===== src/rtl/spi_i2s_ipi_spi_shifter.sv =====
// spi_i2s_ipi_spi_shifter
// SPI master shift engine paced by the clock-divider strobe. Every strobe
// advances exactly one SCK half-period, so the divider alone sets the bit rate.
// The frame configuration (mode, bit order, length) is captured at the
// handshake and stays frozen until the frame ends or is aborted.
module spi_i2s_ipi_spi_shifter #(
   parameter int PARAM_DATA_WIDTH = 32,
   parameter int PARAM_LEN_WIDTH  = 5
) (
   input  logic                        spis_clk,
   input  logic                        spis_rst_n,
   input  logic                        spis_enable_i,
   input  logic                        spis_time_base_i,
   input  logic                        spis_cpol_i,
   input  logic                        spis_cpha_i,
   input  logic                        spis_lsb_first_i,
   input  logic [PARAM_LEN_WIDTH-1:0]  spis_len_i,
   input  logic [PARAM_DATA_WIDTH-1:0] spis_tx_data_i,
   input  logic                        spis_tx_valid_i,
   output logic                        spis_tx_ready_o,
   output logic [PARAM_DATA_WIDTH-1:0] spis_rx_data_o,
   output logic                        spis_rx_valid_o,
   output logic                        spis_busy_o,
   output logic                        spis_sck_o,
   output logic                        spis_mosi_o,
   input  logic                        spis_miso_i,
   output logic                        spis_cs_n_o
);

   // Edge counter spans 0..2N-1, so it needs one bit more than the length field.
   localparam int CNT_WIDTH = PARAM_LEN_WIDTH + 1;

   typedef enum logic [1:0] {
      IDLE,
      SETUP,
      SHIFT,
      HOLD
   } state_t;

   state_t                      state;
   logic [PARAM_DATA_WIDTH-1:0] tx_word;
   logic [PARAM_DATA_WIDTH-1:0] rx_word;
   logic                        cpol_q;
   logic                        cpha_q;
   logic                        lsb_q;
   logic [PARAM_LEN_WIDTH-1:0]  len_q;
   logic [CNT_WIDTH-1:0]        edge_cnt;

   logic [PARAM_LEN_WIDTH-1:0]  bit_num;
   logic [PARAM_LEN_WIDTH-1:0]  next_bit_num;
   logic [PARAM_LEN_WIDTH-1:0]  cur_idx;
   logic [PARAM_LEN_WIDTH-1:0]  next_idx;
   logic [PARAM_LEN_WIDTH-1:0]  first_idx;
   logic                        last_edge;
   logic                        accept;

   // Map the serial bit position (edge_cnt/2) onto a word index for the frozen
   // bit order; the same index places outgoing and incoming bits.
   always_comb begin
      bit_num      = edge_cnt[CNT_WIDTH-1:1];
      next_bit_num = bit_num + PARAM_LEN_WIDTH'(1);
      cur_idx      = lsb_q ? bit_num : (len_q - bit_num);
      next_idx     = lsb_q ? next_bit_num : (len_q - next_bit_num);
      first_idx    = spis_lsb_first_i ? '0 : spis_len_i;
      last_edge    = (edge_cnt == {len_q, 1'b1});
      accept       = spis_enable_i && spis_tx_valid_i && spis_tx_ready_o;
   end

   // Frame sequencer: handshake, CS setup, 2N SCK half-periods, CS hold, with
   // enable-driven abort taking priority over any strobe.
   always_ff @(posedge spis_clk) begin
      if (!spis_rst_n) begin
         state           <= IDLE;
         tx_word         <= '0;
         rx_word         <= '0;
         cpol_q          <= 1'b0;
         cpha_q          <= 1'b0;
         lsb_q           <= 1'b0;
         len_q           <= '0;
         edge_cnt        <= '0;
         spis_tx_ready_o <= 1'b0;
         spis_rx_data_o  <= '0;
         spis_rx_valid_o <= 1'b0;
         spis_busy_o     <= 1'b0;
         spis_sck_o      <= 1'b0;
         spis_mosi_o     <= 1'b0;
         spis_cs_n_o     <= 1'b1;
      end else begin
         spis_rx_valid_o <= 1'b0;
         if ((state != IDLE) && !spis_enable_i) begin
            state           <= IDLE;
            spis_cs_n_o     <= 1'b1;
            spis_sck_o      <= cpol_q;
            spis_mosi_o     <= 1'b0;
            spis_busy_o     <= 1'b0;
            spis_tx_ready_o <= 1'b1;
         end else begin
            case (state)
               IDLE: begin
                  spis_sck_o <= spis_cpol_i;
                  if (accept) begin
                     tx_word         <= spis_tx_data_i;
                     rx_word         <= '0;
                     cpol_q          <= spis_cpol_i;
                     cpha_q          <= spis_cpha_i;
                     lsb_q           <= spis_lsb_first_i;
                     len_q           <= spis_len_i;
                     edge_cnt        <= '0;
                     spis_cs_n_o     <= 1'b0;
                     spis_busy_o     <= 1'b1;
                     spis_tx_ready_o <= 1'b0;
                     if (!spis_cpha_i) begin
                        spis_mosi_o <= spis_tx_data_i[first_idx];
                     end
                     state <= SETUP;
                  end else begin
                     spis_tx_ready_o <= 1'b1;
                     spis_busy_o     <= 1'b0;
                  end
               end
               SETUP: begin
                  if (spis_time_base_i) begin
                     edge_cnt <= '0;
                     state    <= SHIFT;
                  end
               end
               SHIFT: begin
                  if (spis_time_base_i) begin
                     spis_sck_o <= ~spis_sck_o;
                     edge_cnt   <= edge_cnt + CNT_WIDTH'(1);
                     if (!edge_cnt[0]) begin
                        if (!cpha_q) begin
                           rx_word[cur_idx] <= spis_miso_i;
                        end else begin
                           spis_mosi_o <= tx_word[cur_idx];
                        end
                     end else begin
                        if (cpha_q) begin
                           rx_word[cur_idx] <= spis_miso_i;
                        end else if (!last_edge) begin
                           spis_mosi_o <= tx_word[next_idx];
                        end
                     end
                     if (last_edge) begin
                        state <= HOLD;
                     end
                  end
               end
               HOLD: begin
                  if (spis_time_base_i) begin
                     spis_cs_n_o     <= 1'b1;
                     spis_mosi_o     <= 1'b0;
                     spis_rx_data_o  <= rx_word;
                     spis_rx_valid_o <= 1'b1;
                     spis_busy_o     <= 1'b0;
                     spis_tx_ready_o <= 1'b1;
                     state           <= IDLE;
                  end
               end
               default: begin
                  state <= IDLE;
               end
            endcase
         end
      end
   end

endmodule


===== config.mk =====
export PLATFORM = sky130hd
export DESIGN_NAME = spi_i2s_ipi_spi_shifter
export DESIGN_NICKNAME = d
export VERILOG_FILES = /design/src/rtl/spi_i2s_ipi_spi_shifter.sv
export SDC_FILE = /design/constraint.sdc
export NUM_CORES = 1
export LEC_CHECK = 0
export BUFFER_PORTS_ARGS = -buffer_cell sky130_fd_sc_hd__buf_2
export CORE_ASPECT_RATIO = 1.75
export CORE_MARGIN = 2
export CORE_UTILIZATION = 40
export CTS_BUF_LIST = sky130_fd_sc_hd__clkbuf_8 sky130_fd_sc_hd__clkbuf_16
export CTS_CLUSTER_SIZE = 25
export DETAILED_ROUTE_END_ITERATION = 10
export SKIP_LAST_GASP = 1
export SYNTH_ARGS = -nofsm -noshare
export SYNTH_HDL_FRONTEND = slang
export SYNTH_SLANG_ARGS = --single-unit

===== constraint.sdc =====
create_clock -name spis_clk -period 4.85 [get_ports spis_clk]
set_input_delay 0.485 -clock spis_clk [delete_from_list [all_inputs] [get_ports spis_clk]]
set_output_delay 0.485 -clock spis_clk [all_outputs]
set_load 0.02 [all_outputs]

==> summary.md <==
| Metric | Value |
|---|---|
| Lkg Pwr | `approximately 2.8 nW` |
| Final ANT Viol Nets | `0` |
| Antenna cell count | `0` |
| Fin crit share | `0.733` |
| Slowest stage cell on the critical path | `o211ai_1` |
| Crit Path Max Fanout | `14` |
| Startpoint types | `flip-flop` |
| Adder-Cell Fraction of Synth Area | `0.0344` |
| Sequential share of the synthesized area | `0.377` |
| Fin. Hold Viols | `0` |
| Sink Count | `between 100 and 150` |
| Peak VDD IR | `between 200 and 250 uV` |
| Largest family of logic cells by synthesized area | `compound AO/OA/AOI/OAI gates` |
| Antenna violations before repair | `0` |
| Delay-heaviest family, CP | `compound AO/OA/AOI/OAI gates` |
| Cts repair resizes | `0` |
| Post-synth top area share | `0.377` |
| Relative max-transition margin | `0.225` |
| WL final | `~18 mm` |
| Mux contribution to synthesized area | `0.0889` |
| Post-synthesis simple-gate area fraction | `0.218` |
| Die area | `around 0.017 sq mm` |
| Boundary Pins | `84` |
| WHS Endpoint | `tx_word[4]` |
| Critical path cell sequence | `ha_1 -> inv_1 -> fa_1 -> a21oi_1 -> mux2i_1 -> o211ai_1 -> nand3_1 -> o311ai_0 -> o21a_1 -> nor2_1` |
| CTS Buf Count | `17` |
| Global-route wire length before repair | `between 20 and 30 mm` |
| Worst skew pair latency | `about 0.42 ns` |
| Post-synth EDFFs | `0` |
| R2R Path Start | `edge_cnt[1]` |
| CTS Buffer Depth | `2` |
| Rows | `60` |
| Worst r2r dst | `rx_word[16]` |
| Worst-path clk slew | `roughly 0.06 ns` |
| Clock period minus worst slack | `between 3 and 4 ns` |
| Yosys reg bits | `around 120` |
| Yosys top cell by area | `dfxtp_1` |
| Synthesis-to-layout area growth | `18.4%` |
| DIE WIDTH | `just under 100 um` |
| Post-CTS setup buffer count | `0` |
| Hold Crit Start | `spis_tx_data_i[4]` |
| Final core occ | `0.484` |
| Netlist Area Pre-Place | `around 0.0063 sq mm` |
| Synth area leaders | `dfxtp_1, nand2_1, a21oi_1` |
| PortBufs | `83` |
| Syn avg cell area | `~8 sq um` |
| Vias/cell | `about 5.7` |
| Final Wtd Congestion | `slightly below 0.9` |
| R2r setup slk | `~1.3 ns` |
| Post-layout net count | `roughly 910` |
| Initial DRT Pass Iterations | `6` |
| Worst r2r path cells | `10` |
| Slew @ Worst Pin | `~1.2 ns` |
| RSZ-0062 raised after global routing | `no` |
| Synth Instances | `793` |
| Crit path kind | `flip-flop to flip-flop` |
| Core area | `between 0.015 and 0.02 sq mm` |
| Total power | `3.22 mW` |
| Synth Net Count | `around 860` |
| Max Slew Vio Count | `0` |
| Share of layout cells above drive strength 1 | `0.183` |
| Fraction of registers with async set/reset | `0` |
| Hold Path Cell Cnt | `3` |
| Setup crit end kind | `flip-flop` |
| Setup_tns | `0 ns` |
| Worst EP required | `slightly above 5 ns` |
| Final setup viols | `0` |
| Synth Area in Compound Gates | `0.221` |
| HPWL Detailed | `13.2 mm` |
| Critical path arrival | `around 3.8 ns` |
| DR WL/cell | `17.2 um` |
| CTS Hold Bufs | `0` |
| Vias in the first global route | `between 5000 and 6000` |
| Initial core utilization | `0.409` |
| Status | `complete, no violations` |
| Yosys cell types | `63` |
| DRC | `0` |
| GRT Total Usage | `0.220` |
| Number of synthesis warnings | `0` |
| Pwr dens | `approximately 430 mW/mm^2` |
| Root Driver | `clkbuf_16` |
| Primary FF master, synth | `dfxtp_1` |
| Number of DRC markers in iteration 0 | `326` |
| Crit path buf inv count | `1` |
| Max stage delay on crit path | `0.84 ns` |
| Xor/xnor share of the synthesized area | `0.0126` |
| Max Cap Viol | `0` |
| Die Y-Extent | `~170 um` |
| Max Clock Freq | `approximately 0.28 GHz` |
| Via count | `5940` |
| Worst min path class | `input pin to flip-flop` |
| H-tree depth | `4` |
| CTS tree | `done` |
| Grt total ovfl | `0` |
| Largest net degree at the start of global routing | `62` |
| Worst Skew | `0.00626 ns` |
## layout make-up
cell class | count | area [sq um]
clock buffers | 17 | 425
clock inverters | 15 | 216
fillers | 1591 | 7900
inverters | 19 | 71.3
multi-input cells | 601 | 3610
flip-flops and latches | 118 | 2360
well taps | 186 | 233
repair buffers | 94 | 498
## cells in the final DEF (no fill, tap or decap), types with 7 or more instances in the layout
cell,synthesis,layout
o21ai_0,16,16
mux4_2,7,7
o22ai_1,16,16
o211ai_1,9,9
nor3_1,11,11
xnor2_1,7,7
a32o_1,9,9
nand2_1,189,189
buf_2,8,83
ha_1,14,14
nand3_1,14,14
nand2b_1,9,9
or2_2,12,12
nor2_1,40,38
a21oi_1,108,108
buf_4,0,11
inv_1,19,18
o311ai_0,12,12
mux2i_1,34,34
dfxtp_1,118,118
clkbuf_16,0,17
## sequential cells by signal (all words and copies together) (netlist names), 2 cells and up
signal and flops:
tx_word 32, edge_cnt 6, state 2, rx_word 32
len_q 5, spis_rx_data_o 32
## worst min-delay path, stage by stage
cell and delay, ns:
buf_2 0.10, nand2_1 0.05, a21oi_1 0.05
## cell families (layout without fill, tap and decap cells)
kind of cell | count (synthesis) | after routing
compound gates | 220 | 220
fa+ha+maj | 16 | 16
flops | 118 | 118
buf+inv | 74 | 145
simple gates | 310 | 310
mux | 46 | 46
xor+xnor | 9 | 9
## Yosys cell counts (all sizes together) (9+ instances only)
master,n
nand2,189
dfxtp,118
a21oi,108
clkbuf,43
nor2,41
mux2i,35
o21ai,22
inv,19
o22ai,16
ha,14
nand3,14
buf,12
o311ai,12
or2,12
nor3,11
a32o,9
nand2b,9
o211ai,9
## routing by layer
layer	vias up	share of wire	track usage
li1	2949	-	-
met1	2793	0.39	0.239
met2	169	0.55	0.411
met3	29	0.038	0.0358
met4	0	0.027	0.0989
met5	-	0	0
## metrics by stage
step           cell area, sq um  setup WS (ns)  instances  hold slack [ns]
3_5_place_dp               6770           1.38       1018            0.443
6_report                   7410           1.30       1050            0.311
3_3_place_gp               6770           1.47       1018            0.442
2_1_floorplan              6260           1.96        793            0.428
5_1_grt                    7410           1.04       1050            0.316
4_1_cts                    7410           1.34       1050            0.304
## worst max path at each step
stage	from	to	slack, ns	cells past startpoint
finish	edge_cnt[1]	rx_word[16]	1.30	10
detailed placement	edge_cnt[1]	rx_word[16]	1.38	10
CTS	edge_cnt[1]	rx_word[16]	1.34	10
global placement	edge_cnt[1]	rx_word[16]	1.47	10
floorplan	edge_cnt[1]	spis_mosi_o	1.96	11
global route	edge_cnt[1]	rx_word[18]	1.04	10
## report_power, final
part,total [mW],switching (mW),internal (mW)
combinational,0.768,0.506,0.262
sequential,1.06,0.0450,1.01
clock,1.40,0.521,0.875
Power figures use the tool's default switching activity.
